`config.mk`:
```
export PLATFORM = sky130hd
export DESIGN_NAME = block_mem_arbiter
export DESIGN_NICKNAME = d
export VERILOG_FILES = /design/src/rtl/mem_if_pkg.sv /design/src/rtl/rr_arbiter2.sv /design/src/rtl/block_mem_arbiter.sv
export SDC_FILE = /design/constraint.sdc
export NUM_CORES = 1
export LEC_CHECK = 0
export BUFFER_PORTS_ARGS = -buffer_cell sky130_fd_sc_hd__clkbuf_2
export CORE_AREA = 3 3 282 284
export DETAILED_ROUTE_END_ITERATION = 6
export DIE_AREA = 0 0 285 287
export HOLD_SLACK_MARGIN = 0.05
export PLACE_DENSITY_LB_ADDON = 0.25
export REMOVE_ABC_BUFFERS = 1
export SLEW_MARGIN = 20
export SYNTH_ARGS = -nofsm -noshare
export SYNTH_HDL_FRONTEND = slang
export SYNTH_SLANG_ARGS = --single-unit
```
`constraint.sdc`:
```
create_clock -name CLK -period 2.5 [get_ports CLK]
set_input_delay 0.125 -clock CLK [delete_from_list [all_inputs] [get_ports CLK]]
set_output_delay 0.125 -clock CLK [all_outputs]
set_load 0.03 [all_outputs]
```
`src/rtl/mem_if_pkg.sv`:
```
// Shared definitions for the cache-to-unified-memory block interface:
// arbiter FSM encoding, grant identifiers and default bus widths.
package mem_if_pkg;

  localparam int DEF_ADDR_W  = 28;
  localparam int DEF_BLOCK_W = 128;
  localparam int TCNT_W      = 8;

  typedef enum logic [1:0] {
    ST_IDLE  = 2'd0,
    ST_ISSUE = 2'd1,
    ST_WAIT  = 2'd2,
    ST_DONE  = 2'd3
  } arb_state_e;

  localparam logic GNT_I = 1'b0;
  localparam logic GNT_D = 1'b1;

endpackage

```
`src/rtl/rr_arbiter2.sv`:
```
// Two-requester round-robin picker; remembers the side that completed last
// and favours the other one when both request together.
module rr_arbiter2
  import mem_if_pkg::*;
(
  input  logic clk,
  input  logic rst,
  input  logic req_i,
  input  logic req_d,
  input  logic update,
  input  logic upd_gnt,
  output logic gnt_valid,
  output logic gnt_sel
);

  logic last_gnt;

  always_comb begin
    gnt_valid = req_i | req_d;
    if (req_i && req_d) begin
      gnt_sel = ~last_gnt;
    end else if (req_d) begin
      gnt_sel = GNT_D;
    end else begin
      gnt_sel = GNT_I;
    end
  end

  always_ff @(posedge clk) begin
    if (rst) begin
      last_gnt <= GNT_I;
    end else if (update) begin
      last_gnt <= upd_gnt;
    end
  end

endmodule

```
`src/rtl/block_mem_arbiter.sv`:
```
// Serialises icache block reads and dcache block reads/writes onto one unified
// block memory, answering each cache with its usual busywait handshake.
module block_mem_arbiter
  import mem_if_pkg::*;
#(
  parameter int ADDR_W  = DEF_ADDR_W,
  parameter int BLOCK_W = DEF_BLOCK_W,
  parameter int TIMEOUT = 255
) (
  input  logic               CLK,
  input  logic               RESET,
  input  logic               IMEM_READ,
  input  logic [ADDR_W-1:0]  IMEM_ADDRESS,
  output logic [BLOCK_W-1:0] IMEM_READDATA,
  output logic               IMEM_BUSYWAIT,
  input  logic               MEM_READ,
  input  logic               MEM_WRITE,
  input  logic [ADDR_W-1:0]  MEM_ADDRESS,
  input  logic [BLOCK_W-1:0] MEM_WRITEDATA,
  output logic [BLOCK_W-1:0] MEM_READDATA,
  output logic               MEM_BUSYWAIT,
  output logic               U_READ,
  output logic               U_WRITE,
  output logic [ADDR_W-1:0]  U_ADDRESS,
  output logic [BLOCK_W-1:0] U_WRITEDATA,
  input  logic [BLOCK_W-1:0] U_READDATA,
  input  logic               U_BUSYWAIT,
  output logic               ERROR
);

  localparam logic [TCNT_W-1:0] TIMEOUT_CNT = TCNT_W'(TIMEOUT);

  function automatic logic [TCNT_W-1:0] sat_inc(input logic [TCNT_W-1:0] v);
    return (&v) ? v : v + 1'b1;
  endfunction

  arb_state_e        state;
  logic              gnt;
  logic              done_i;
  logic              done_d;
  logic              seen_busy;
  logic [TCNT_W-1:0] tcnt;

  logic              req_d;
  logic              gnt_valid;
  logic              gnt_sel;
  logic [TCNT_W-1:0] tcnt_nxt;
  logic              mem_ok;
  logic              tmo_hit;
  logic              finish;

  assign req_d    = MEM_READ | MEM_WRITE;
  assign tcnt_nxt = sat_inc(tcnt);
  // A real completion needs the memory to have gone busy first, so a slow
  // memory that has not yet raised busywait is not mistaken for done.
  assign mem_ok   = (state == ST_WAIT) && seen_busy && !U_BUSYWAIT;
  assign tmo_hit  = (state == ST_WAIT) && !mem_ok && (tcnt_nxt == TIMEOUT_CNT);
  assign finish   = mem_ok | tmo_hit;

  always_comb begin
    IMEM_BUSYWAIT = 1'b0;
    MEM_BUSYWAIT  = 1'b0;
    if (!RESET) begin
      IMEM_BUSYWAIT = IMEM_READ & ~done_i;
      MEM_BUSYWAIT  = req_d & ~done_d;
    end
  end

  rr_arbiter2 u_rr (
    .clk       (CLK),
    .rst       (RESET),
    .req_i     (IMEM_READ),
    .req_d     (req_d),
    .update    (finish),
    .upd_gnt   (gnt),
    .gnt_valid (gnt_valid),
    .gnt_sel   (gnt_sel)
  );

  always_ff @(posedge CLK) begin
    if (RESET) begin
      state         <= ST_IDLE;
      gnt           <= GNT_I;
      U_READ        <= 1'b0;
      U_WRITE       <= 1'b0;
      U_ADDRESS     <= '0;
      U_WRITEDATA   <= '0;
      IMEM_READDATA <= '0;
      MEM_READDATA  <= '0;
      ERROR         <= 1'b0;
      done_i        <= 1'b0;
      done_d        <= 1'b0;
      seen_busy     <= 1'b0;
      tcnt          <= '0;
    end else begin
      done_i <= 1'b0;
      done_d <= 1'b0;
      case (state)
        ST_IDLE: begin
          if (gnt_valid) begin
            gnt   <= gnt_sel;
            state <= ST_ISSUE;
            if (gnt_sel == GNT_D) begin
              U_ADDRESS   <= MEM_ADDRESS;
              U_WRITEDATA <= MEM_WRITEDATA;
              U_READ      <= MEM_READ;
              U_WRITE     <= MEM_WRITE;
            end else begin
              U_ADDRESS <= IMEM_ADDRESS;
              U_READ    <= 1'b1;
              U_WRITE   <= 1'b0;
            end
          end
        end
        ST_ISSUE: begin
          seen_busy <= 1'b0;
          tcnt      <= '0;
          state     <= ST_WAIT;
        end
        ST_WAIT: begin
          tcnt <= tcnt_nxt;
          if (U_BUSYWAIT) begin
            seen_busy <= 1'b1;
          end
          if (mem_ok && U_READ) begin
            if (gnt == GNT_D) begin
              MEM_READDATA <= U_READDATA;
            end else begin
              IMEM_READDATA <= U_READDATA;
            end
          end
          if (tmo_hit) begin
            ERROR <= 1'b1;
          end
          // Timeout also releases the requester; its READDATA is left untouched.
          if (finish) begin
            U_READ  <= 1'b0;
            U_WRITE <= 1'b0;
            done_i  <= (gnt == GNT_I);
            done_d  <= (gnt == GNT_D);
            state   <= ST_DONE;
          end
        end
        ST_DONE: begin
          state <= ST_IDLE;
        end
        default: begin
          state <= ST_IDLE;
        end
      endcase
    end
  end

endmodule

```
Word-level counts from Yosys, hierarchy flattened:

Index checks and enable logic that the tools add are counted.

* add/subtract/negate cells: 1
* multiply operators: 0
* divide/modulo/power cells: 0
* order comparisons: 0
* eq/ne operators: 7
* shift operators: 0
* multiplexer cells: 19
* bitwise operators: 11
* reduce and logical (&&, ||, !) cells: 21

Operators with widths (count)
* $mux W28: 1
* $pmux W8 S2: 1
* $reduce_and A3 Y1: 4
* $mux W1: 10
* $add A8 B1 Y8 const B: 1
* $eq A8 B8 Y1 const B: 1
* $mux W8: 1
* $pmux W2 S4: 1
* $reduce_and A2 Y1: 4
* $reduce_and A8 Y1: 1
* $logic_and A1 B1 Y1: 6
* $ne A2 B2 Y1 const B: 3
* $not A1 Y1: 6
* $pmux W1 S2: 3
* $eq A2 B2 Y1 const B: 2
* $mux W2: 2
* $reduce_bool A2 Y1: 2
* $or A1 B1 Y1: 3
* $reduce_or A3 Y1: 1
* $and A1 B1 Y1: 2
* $eq A2 B1 Y1 const B: 1
* $logic_not A1 Y1: 2
* $logic_not A2 Y1: 1

* bits in registers: 430
* bits in latches: 0
* bits in writable memories: 0
* bits in read-only memories: 0
* input bits: 318
* word-level logic and storage cells: 73
* memories kept: 0

Depth between registers and ports, before layout:

* depth after elaboration: 9
* gate-level depth with buffers: 9

Modules after synthesis:

From an unflattened synthesis, not the netlist that was laid out.

* cells, all modules: 1931
* area total of the unflattened synthesis: 15288.4 µm²

Modules (own cells, without submodules)
* block_mem_arbiter: times used 1, cells each 1926, area each 15240.9 µm²
* rr_arbiter2: times used 1, cells each 5, area each 47.5 µm²

Least setup slack after synthesis:

Ideal clock, no wire load.

* kind: reg2reg
* start point: reg tcnt[1]
* end point: reg u_rr.last_gnt
* setup time: 0.084 ns
* arrival time: 1.686 ns
* setup slack: 0.729 ns
* cell stages (with the launch flop): 7
* path buffers: 0
* cells stage by stage: dfxtp_1 ha_1 and3_2 a21oi_1 or2_2 a211o_2 o31ai_2

* longest elaborated chain between the ends: 5

RTL lines
* from (decl): line block_mem_arbiter.sv:42 `logic [TCNT_W-1:0] tcnt;`
* from (signal assigned): line block_mem_arbiter.sv:121 `tcnt <= tcnt_nxt;`
* $add A8 B1 Y8 / $reduce_and A8 Y1 (equally long branches): line block_mem_arbiter.sv:34 `return (&v) ? v : v + 1'b1;`
* $mux W8 *: line block_mem_arbiter.sv:34
* $eq A8 B8 Y1 *: line block_mem_arbiter.sv:57 `assign tmo_hit = (state == ST_WAIT) && !mem_ok && (tcnt_nxt == TIMEOUT_CNT);`
* $logic_and A1 B1 Y1 *: line block_mem_arbiter.sv:57
* $or A1 B1 Y1 *: line block_mem_arbiter.sv:58 `assign finish = mem_ok | tmo_hit;`
* to (signal assigned): line rr_arbiter2.sv:33 `last_gnt <= upd_gnt;`
* to (decl): line rr_arbiter2.sv:16 `logic last_gnt;`

Mark *: on every way between the ends. The rest lies on a longest branch, timed or not.
A chain may end at the register's enable or synchronous reset.

Worst setup path after layout:

* start point: reg state[1]
* end point: reg U_WRITEDATA[46]

* longest elaborated chain between the ends: 2

RTL lines
* from (decl): line block_mem_arbiter.sv:37 `arb_state_e state;`
* from (signal assigned): line block_mem_arbiter.sv:82 `state <= ST_IDLE;`
* from (signal assigned): line block_mem_arbiter.sv:102 `state <= ST_ISSUE;`
* from (signal assigned): line block_mem_arbiter.sv:118 `state <= ST_WAIT;`
* $logic_not A2 Y1: line block_mem_arbiter.sv:98 `case (state)`
* $reduce_and A3 Y1 (no line)
* to (signal assigned): line block_mem_arbiter.sv:87 `U_WRITEDATA <= '0;`
* to (signal assigned): line block_mem_arbiter.sv:105 `U_WRITEDATA <= MEM_WRITEDATA;`
* to (decl): line block_mem_arbiter.sv:25 `output logic [BLOCK_W-1:0] U_WRITEDATA,`

Every way passes these cells.

==> results.tsv <==
metric	value	unit
run status	finished clean	
average cell area after synthesis	7.97	µm²
setup repair after global routing missed its margin	false	
most used standard cells in the synthesized netlist	nand2_1 (784), dfxtp_1 (430), a21oi_1 (395), clkbuf_1 (77), buf_2 (58)	
Post-Layout Cell Count	4013	
Fillers	8342	
Via Count	16585	
fraction of layout cells with a size suffix above 1	29.7	%
1st-pass router iterations	5	
async set-reset flop share out of synthesis	0	%
# diodes	0	
Synth area leaders	dfxtp_1 (56%), nand2_1 (19%), a21oi_1 (13%)	
leakage power total	10.7	nW
startpoint of the lowest-slack register-to-register path	state[1]$_SDFFE_PP0P_	
maxcap violations	0	
maximum number of pins on one net before global-route repair	85	
worst-case reg-to-reg path depth	8	
CP Data Required Time	2.97	ns
Initial Util	19.8	%
site row count	102	
WHS Path Cells	4	
count of endpoints failing setup in the final report	0	
Slew Viols, Final	0	
period utilization	88.3	%
via count of the first global-routing pass	16662	
crit path setup slack, layout	0.293	ns
overall overflow remaining after global route	0	
number of DRC markers after the initial detailed-route iteration	688	
final wirelength	63400	µm
number of buffers between clock root and the deepest sink	3	
Placed Instances	3596	
slew at the pin closest to its max-slew limit	0.639	ns
Post-Synthesis Cells	1923	
top-area cell type share of the netlist area	56.1	%
clock net sink count	430	
worst-case register-to-register setup slack	0.29	ns
capture endpoint of the worst hold path	U_WRITEDATA[103]$_SDFFE_PP0P_	
worst hold margin	0.306	ns
die width	285	µm
clock period minus final worst setup slack	2.21	ns
layout-stage area growth over the synthesis result	65.1	%
antenna-violating nets left	0	
Worst Setup Slack post-DPL	0.431	ns
clock slew at the register clock pins of the worst setup and hold paths	0.06	ns
H-tree level count	2	
hold path start	MEM_WRITEDATA[103]	
Seq cells post-synth	430	
Arrival @ worst endpoint	2.68	ns
classification of the worst-slack hold path	in -> reg	
worst vdd ir	0.488	mV
cell area after synthesis	0.0153	mm²
relative slew slack	57.4	%
routed length per instance	15.8	µm
net count reported at finish	3254	
die area	0.0818	mm²
count leader, synth	nand2_1	
total power divided by cell area	825	mW/mm²
maximum clock skew at final layout	0.0202	ns
part of the Yosys area used for sequential elements	56.1	%
Critical Path End Type	flop	
distinct cell type count after synthesis	38	
final core occ	32.7	%
initial antenna violation count	0	
dpl hpwl	44900	µm
Port-buffer cells	734	
total track usage	14.7	%
placer congestion estimate	0.844	
Via density	4.13	
DRC Markers	0	
f_max	0.453	GHz
Die Y-Extent	287	µm
number of hold-slack violations in the final timing report	0	
setup_tns	0	ns
Worst Path Class, Setup	reg -> reg	
Core Box Area	0.0773	mm²
TritonCTS clock tree	done	
worst-path maximum fanout	30	
EDFF count, synth	0	
insertion delay to the later sink of the worst-skew pair	0.59	ns
Boundary Pins	735	
number of buffers added by the clock tree synthesis step	52	
capture instance of the worst register-to-register path	U_WRITEDATA[46]$_SDFFE_PP0P_	
yosys warns	0	
dominant synthesized flop cell	dfxtp_1	
startpoint kind of the worst setup timing path	flop	
first-pass GRT wire length	96000	µm
Synth area leader	dfxtp_1	
clock root buffer	clkbuf_16	
## area by class of cell
class | instances | area, µm² | share of cell area [%]
inverter | 6 | 26.3 | 0.104
sequential | 430 | 8610 | 34.0
tap | 1040 | 1300 | 5.14
timing repair buffer | 1102 | 7520 | 29.7
clock buffer | 77 | 1540 | 6.06
clock inverter | 18 | 208 | 0.820
multi-input combinational | 1340 | 6120 | 24.2
## routing by layer
layer	part of all wire (%)	vias to the layer above	track usage, %
li1	-	8317	-
met1	41	7640	17.5
met2	49	482	25.8
met3	5.2	146	2.90
met4	4.4	0	6.44
met5	0	-	0
## worst max path at each step
stage | startpoint | to | slack [ns] | cells after the start
after floorplan | u_rr.last_gnt$_SDFFE_PP0P_ | U_WRITEDATA[0]$_SDFFE_PP0P_ | -3.24 | 5
after CTS | state[1]$_SDFFE_PP0P_ | U_WRITEDATA[46]$_SDFFE_PP0P_ | 0.08 | 8
final | state[1]$_SDFFE_PP0P_ | U_WRITEDATA[46]$_SDFFE_PP0P_ | 0.29 | 8
after global placement | tcnt[0]$_SDFFE_PP0P_ | done_d$_SDFF_PP0_ | 0.47 | 6
after global routing | state[0]$_SDFFE_PP0P_ | U_WRITEDATA[46]$_SDFFE_PP0P_ | 0.15 | 8
after detailed placement | tcnt[0]$_SDFFE_PP0P_ | done_d$_SDFF_PP0_ | 0.43 | 6
## sequential cells by signal (all words and copies together) (netlist names), 2 cells and up
name           count
IMEM_READDATA    128
MEM_READDATA     128
U_WRITEDATA      128
U_ADDRESS         28
tcnt               8
state              2
## power breakdown
group	total (mW)	internal (mW)	switching (mW)	leakage, nW
Sequential	7.85	7.49	0.359	3.49
Clock	7.67	4.57	3.10	0.858
Combinational	5.36	1.83	3.53	6.34
Total	20.9	13.9	6.99	10.7
## worst max-delay path: stages (launching register included)
cell and delay (ns):
dfxtp_1 0.33, inv_1 0.08, ha_1 0.27, clkinvlp_4 0.15, or2_4 0.35, buf_12 0.20, nand2_1 0.07, a21oi_1 0.06
dlygate4sd3_1 0.58
## through the flow
step	cell area (µm²)	power [mW]
3_3_place_gp	20400	12.9
5_1_grt	25300	21.9
3_5_place_dp	20400	12.9
2_1_floorplan	14700	10.7
4_1_cts	25300	21.1
6_report	25300	20.9
## cell families after synthesis
family,count (synthesis),synth area share (%)
buffers and inverters,154,4.32
multiplexers,30,1.96
adder cells (fa/ha/maj),4,0.326
AO/OA/AOI/OAI,453,15.8
flip-flops,430,56.1
AND/OR/NAND/NOR,852,21.4
## layout by cell type, fill, tap and decap left out, types with 4 or more instances in the layout
cell type,netlist,layout
nand2_1,784,784
clkbuf_2,0,733
dfxtp_1,430,430
a21oi_1,395,395
dlygate4sd3_1,0,319
clkbuf_16,0,52
a211oi_1,34,34
nor2_1,38,34
mux2i_1,30,30
buf_4,3,27
buf_12,0,22
clkbuf_8,0,14
clkbuf_1,77,11
clkinv_2,0,8
nand3_1,6,6
nor3_1,6,6
o21ai_0,6,6
inv_1,6,5
nor2_4,0,4
ha_1,4,4
## repair_timing
action,4_1_cts,5_1_grt
resized for setup,0,1
hold buffers,319,0
setup buffers,0,2
hold endpoints to repair,419,0
endpoints found under the setup margin,0,1
(Power assumes the default switching activity.)
